--- src/rtl/gray_pkg.sv ---
// Shared constants and state encoding for the Gray-code sequence generator.
package gray_pkg;

    localparam int WIDTH_DEF = 4;

    typedef enum logic {
        IDLE   = 1'b0,
        ACTIVE = 1'b1
    } state_t;

endpackage

--- src/rtl/bin2gray.sv ---
// Combinational binary-to-Gray mapping: adjacent binary values differ in one Gray bit.
module bin2gray #(
    parameter int WIDTH = 4
) (
    input  logic [WIDTH-1:0] bin,
    output logic [WIDTH-1:0] gray
);

    assign gray = bin ^ (bin >> 1);

endmodule

--- src/rtl/gray_seq_gen.sv ---
// Up/down Gray-code sequence generator with ready/valid output, load and wrap pulse.
//
// state  | meaning
// IDLE   | just out of reset, gray not yet offered (out_valid = 0)
// ACTIVE | gray offered every cycle; advances on transfer with en
module gray_seq_gen
    import gray_pkg::*;
#(
    parameter int WIDTH = WIDTH_DEF
) (
    input  logic             clk,
    input  logic             rst_n,
    input  logic             en,
    input  logic             up,
    input  logic             load,
    input  logic [WIDTH-1:0] load_bin,
    output logic [WIDTH-1:0] gray,
    output logic             out_valid,
    input  logic             out_ready,
    output logic             wrap
);

    state_t           state;
    state_t           state_nxt;
    logic [WIDTH-1:0] bin;
    logic [WIDTH-1:0] bin_nxt;
    logic [WIDTH-1:0] gray_nxt;
    logic             wrap_nxt;
    logic             advance;

    assign out_valid = (state == ACTIVE);

    // load has priority over an advance landing on the same edge
    assign advance = out_valid && out_ready && en && !load;

    always_ff @(posedge clk or negedge rst_n) begin
        if (!rst_n) begin
            state <= IDLE;
        end else begin
            state <= state_nxt;
        end
    end

    always_comb begin
        state_nxt = state;
        case (state)
            IDLE:    state_nxt = ACTIVE;
            ACTIVE:  state_nxt = ACTIVE;
            default: state_nxt = IDLE;
        endcase
    end

    always_comb begin
        bin_nxt  = bin;
        wrap_nxt = 1'b0;
        if (load) begin
            bin_nxt = load_bin;
        end else if (advance) begin
            if (up) begin
                bin_nxt  = bin + WIDTH'(1);
                wrap_nxt = (bin == '1);
            end else begin
                bin_nxt  = bin - WIDTH'(1);
                wrap_nxt = (bin == '0);
            end
        end
    end

    bin2gray #(
        .WIDTH(WIDTH)
    ) u_bin2gray (
        .bin  (bin_nxt),
        .gray (gray_nxt)
    );

    // gray is registered from the same next value as bin so the two never disagree
    always_ff @(posedge clk or negedge rst_n) begin
        if (!rst_n) begin
            bin  <= '0;
            gray <= '0;
            wrap <= 1'b0;
        end else begin
            bin  <= bin_nxt;
            gray <= gray_nxt;
            wrap <= wrap_nxt;
        end
    end

endmodule

--- config.mk ---
export PLATFORM = sky130hd
export DESIGN_NAME = gray_seq_gen
export DESIGN_NICKNAME = d
export VERILOG_FILES = /design/src/rtl/gray_pkg.sv /design/src/rtl/bin2gray.sv /design/src/rtl/gray_seq_gen.sv
export SDC_FILE = /design/constraint.sdc
export NUM_CORES = 1
export LEC_CHECK = 0
export CAP_MARGIN = 40
export CORE_AREA = 3 3 40 42
export CTS_BUF_LIST = sky130_fd_sc_hd__clkbuf_8
export CTS_CLUSTER_SIZE = 10
export DETAILED_ROUTE_END_ITERATION = 10
export DIE_AREA = 0 0 43 45
export MAX_ROUTING_LAYER = met4
export PLACE_DENSITY = 0.74
export SLEW_MARGIN = 20
export SYNTH_ARGS = -nofsm -noshare
export SYNTH_HDL_FRONTEND = slang
export SYNTH_SLANG_ARGS = --single-unit
--- constraint.sdc ---
create_clock -name clk -period 1.8 [get_ports clk]
set_clock_uncertainty 0.2 [all_clocks]
set_input_delay 0.36 -clock clk [delete_from_list [all_inputs] [get_ports clk]]
set_output_delay 0.36 -clock clk [all_outputs]
set_load 0.05 [all_outputs]
==> impl_metrics.csv <==
group,metric,value,unit
cells_and_area,final_area,900,µm²
yosys,syn_inst,52,
cells_and_area,final_cell_mix,"buf_4 (18), dfrtp_1 (8), clkdlybuf4s50_1 (8)",
worst_setup_path,crit_path_end_kind,"flip-flop",
global_route,grt_antenna_before_repair,0,
worst_setup_path,rr_endpoint,"gray[2]",
yosys,synth_cell_types,28,
yosys,syn_area_per_cell,10.7,µm²
routing,drt_iter0_markers,15,
routing,ant_nets,0,
clocking,clock_latency,230,ps
worst_setup_path,cp.required,1750,ps
timing,fmax,507,MHz
yosys,synth_simple_gate_area_share,18.2,%
cells_and_area,diodes,0,
clocking,clkSinkCount,9,
pwr,combPwrFrac,39.0,%
pwr,seqPwrFrac,32.3,%
run,drv_cap,0,
clocking,clockBufferDepth,2,
yosys,synth.mux.area_fraction,0,%
routing,routed_wl,1210,µm
yosys,synthFlopType,"dfrtp_1",
routing,drc,0,
yosys,synth_compound_area_share,16.9,%
floorplanning,die_h,45,µm
run_status,failed_checks,"setup timing",
timing,fin_crit_sh,110,%
routing,dr.pass1.iters,4,
yosys,synth_fa_ha_area_share,8.11,%
worst_setup_path,rr_worst_depth,6,
yosys,synthesis.nets,65,
yosys,synth_seq_area_share,40.5,%
yosys,async_flop_share,100,%
global_route,grt_start_max_net_pins,10,
timing,setup_tns,-503,ps
floorplanning,core-area,1280,µm²
placement,dp_hpwl,952,µm
placement,placed_cell_area,827,µm²
yosys,syn_area,556,µm²
yosys,yosysWarningCount,0,
pwr,vdd_drop_max,0.533,mV
placement,port_buffers,15,
global_route,grt_pass1_vias,497,
timing,setup_ws,-171,ps
worst_setup_path,rrSetupSlack,-170,ps
floorplanning,initial_core_util,43.2,%
global_route,gr-total-overflow,0,
yosys,synth-seq-cells,9,
cells_and_area,finalNetCount,95,
clocking,cts_root_buffer,"clkbuf_8",
worst_hold_path,min-delay-path-class,"in -> async",
routing,num_vias,497,
routing,wl_per_cell,12.6,µm
clocking,cts_buffers,3,
run_status,status,"finished, violations left",
yosys,synth_top_family_by_area,"simple AND/OR/NAND/NOR gates",
floorplanning,die_w,43,µm
floorplanning,ioPinCount,16,
timing,finalCriticalPeriod,1970,ps
pwr,finalPower,0.770,mW
global_route,track_usage,15.3,%
pwr,power.share.switching,32.5,%
worst_setup_path,arrival,1920,ps
pwr,p_int,0.519,mW
global_route,grt_pass1_wl,2040,µm
pwr,pwr-share-clk,28.7,%
timing,slew_violations,0,
yosys,synth_edf_count,0,
routing,viasPerCell,5.18,
timing,rsz0062_at_grt,"true",
timing,setup_viol,5,
worst_setup_path,cp-start-kind,"flip-flop",
timing,hold_slack,228,ps
worst_setup_path,critical_path_class,"reg -> reg",
timing,hold_viol_final,0,
yosys,synth_xor_area_share,7.88,%
clocking,cts_tree,"yes",
cells_and_area,drive_above_1_share,44.4,%
worst_setup_path,timing.rr.start,"bin[1]",
clocking,cts.clk_slew.worst_paths,40,ps
placement,place.gp.congestion,0.729,
pwr,p_per_area,856,nW/µm²
cells_and_area,layout_commonest_cell,"buf_4",
pwr,p_sw,0.250,mW
worst_setup_path,crit_fanout,2,
floorplanning,dieArea,1940,µm²
clocking,htreeDepth,1,
floorplanning,rows,13,
cells_and_area,area_growth,61.9,%
pwr,p_leak,0.405,nW
-- through the flow --
step | std cells | worst slack, ps | util, %
final | 96 | -171 | 70.0
after global routing | 96 | -241 | 70.0
after CTS | 95 | -160 | 68.4
after detailed placement | 90 | -819 | 64.4
after global placement | 90 | -795 | 64.4
after floorplan | 52 | -134 | -
-- area by class of cell --
class	instances	area [µm²]
clock inverter	1	3.75
timing repair buffer	28	255
clock buffer	3	41.3
multi-input combinational	35	332
sequential	9	226
inverter	5	22.5
fill	98	385
tap	15	18.8
-- flip-flops by register name (all words and copies together) (netlist names) --
name / cells
bin: 4
gray: 3
out_valid: 1
wrap: 1
-- worst max-delay path by stage --
stage,from,to,slack (ps),depth (start not counted)
floorplan,up,gray[2],-130,7
global placement,up,gray[2],-800,8
detailed placement,up,gray[2],-820,8
CTS,bin[1],gray[2],-160,6
global route,bin[1],gray[2],-240,6
finish,bin[1],gray[2],-170,6
-- power by group through the flow --
stage / clock network, mW / registers [mW] / logic (mW)
finish: 0.221 / 0.249 / 0.300
global route: 0.244 / 0.252 / 0.321
CTS: 0.227 / 0.249 / 0.291
detailed placement: 0 / 0.252 / 0.285
global placement: 0 / 0.251 / 0.282
floorplan: 0 / 0.312 / 0.107
-- worst max-delay path: stages (launching register included) --
cell,delay (ps)
dfrtp_1,410
ha_4,280
a21o_1,160
a2111oi_2,80
or3_1,360
a221oi_2,230
xor2_1,170
-- cells in the mapped netlist (all sizes together), types with 2 or more instances --
library cell  number  area share, %
a2111oi            2            3.2
a21oi              3            2.7
a221oi             3            7.0
buf                3            4.3
dfrtp              9             41
ha                 2            4.5
inv                5            3.4
nand2              3            2.0
nand2b             2            2.3
nand3              2            1.8
xnor2              4            6.3
-- repair_timing --
action                     4_1_cts  5_1_grt
setup endpoints to repair        6        6
pin swaps                        4        5
gates resized for setup          6        4
buffers inserted                 1        1
hold buffers                     0        0
-- metal layers --
layer  track usage (%)  part of all wire (%)
met1              16.0                    39
met4              7.23                   2.1
met3              5.18                   8.8
met5                 -                     0
met2              26.0                    50
-- cell families after synthesis --
family	count (synthesis)
simple gates	15
compound gates	11
flops	9
buf+inv	8
xor+xnor	5
fa+ha+maj	3
other cells	1
No activity file was read; power rests on OpenSTA's default activity.
==> RTL change (same settings) <==
Set the package constant `WIDTH_DEF` to 5 (it was 4).
--- a/src/rtl/gray_pkg.sv
+++ b/src/rtl/gray_pkg.sv
@@ -1,7 +1,7 @@
 // Shared constants and state encoding for the Gray-code sequence generator.
 package gray_pkg;
 
-    localparam int WIDTH_DEF = 4;
+    localparam int WIDTH_DEF = 5;
 
     typedef enum logic {
         IDLE   = 1'b0,
Ports: changed (resized gray and load_bin); port bits go from 16 to 18. The function was not compared with the original's and may differ.
==> RTL change against the unedited design <==
- the flow still finishes with violations (negative setup slack)
- worst hold slack improved by 0.036 ns
- fmax fell by 7.4%
- die area did not move
- setup slack got worse by 0.16 ns
- core utilization rose by 15 points
- synthesized cell count rose by 17%
- sequential cell count rose by 2
- cell area rose by 22%
- area after synthesis rose by 13%
- total power rose by 26%
- routed wire length rose by 70%
- final cell count rose by 17%
- sequential power rose by 23%
- critical path type unchanged
==> RTL change: results (changes against the unedited design) <==
P_leak=0.488 nW (+21%); Syn Inst Count=61 (+17%); # nets final=113 (+19%); fin worst setup slack=-0.330 ns (-0.158 ns); r2r endpoint=gray[3]; GR Util met3=5.58% (+0.40 points); setup bufs post-CTS=3 (+2); port bufs=17 (+2); RR Startpoint=bin[0]; largest net degree at the start of global routing=12 (+2); GRT Total Usage=19.6% (+4.3 points); via count=637 (+28%); Fin Setup TNS=-1.14 ns (-0.638 ns); peak supply drop=0.666 mV (+25%); top flop regs=bin (5), gray (4); metal3 WL=167 µm (+58%); Routed WL=2050 µm (+70%); Final setup viols=5 (unchanged); DRT met1 WL=768 µm (+61%); gpl congestion=0.817 (+12%); register area share after synthesis=43.8% (+3.3 points); DRT Pass-1 Iters=5 (+1); dpl hpwl=1170 µm (+23%); routing usage on met1=20.8% (+4.8 points); status=finished, violations left; Critical Path AT=2.08 ns (+0.16 ns); failing checks=negative setup slack; fill cell total of the finished layout=70 (-29%); Synth area leaders=dfrtp_1, ha_1, xnor2_1
[RTL change: report_power, final]
| part | internal, mW | leakage [nW] | switching, mW |
|---|---|---|---|
| clock | 0.149 | 0.0269 | 0.0899 |
| combinational | 0.189 | 0.330 | 0.233 |
| sequential | 0.281 | 0.131 | 0.0247 |
[RTL change: worst reg2reg max path, cell delays in order (launching register included)]
cell      delay [ns]
dfrtp_1         0.38
inv_2           0.07
fa_2            0.41
nand2b_4        0.17
a21oi_4         0.14
xnor2_2         0.16
o22ai_2         0.10
o21ba_4         0.25
xor2_1          0.18
[RTL change: kinds of logic (layout without fill, tap and decap cells)]
family / count (synthesis) / count (layout) / share of synthesized area [%]
compound gates: 14 / 14 / 16.9
xor+xnor: 7 / 7 / 9.76
fa+ha+maj: 4 / 4 / 9.16
buf+inv: 7 / 43 / 5.98
flops: 11 / 11 / 43.8
other cells: 1 / 1 / 0.597
simple gates: 17 / 17 / 13.7
[RTL change: layout make-up]
class / instances / area [µm²] / share of cell area [%]
clock inverters: 1 / 3.75 / 0.342
well taps: 15 / 18.8 / 1.71
clock buffers: 3 / 41.3 / 3.76
flip-flops and latches: 11 / 275 / 25.1
multi-input cells: 43 / 427 / 38.8
inverters: 5 / 18.8 / 1.71
repair buffers: 34 / 314 / 28.6
[RTL change: through the flow]
stage,area (µm²),setup WS (ns)
final,1100,-0.330
after global routing,1100,-0.407
after CTS,1020,-0.239
after detailed placement,902,-0.758
after global placement,902,-0.719
after floorplan,642,-0.101
[RTL change: worst max path at each step]
stage,endpoint,slack (ns),start
after detailed placement,gray[3],-0.76,up
after global routing,gray[3],-0.41,bin[0]
final,gray[3],-0.33,bin[0]
after global placement,gray[3],-0.72,up
after CTS,gray[3],-0.24,bin[0]
after floorplan,gray[3],-0.10,bin[0]
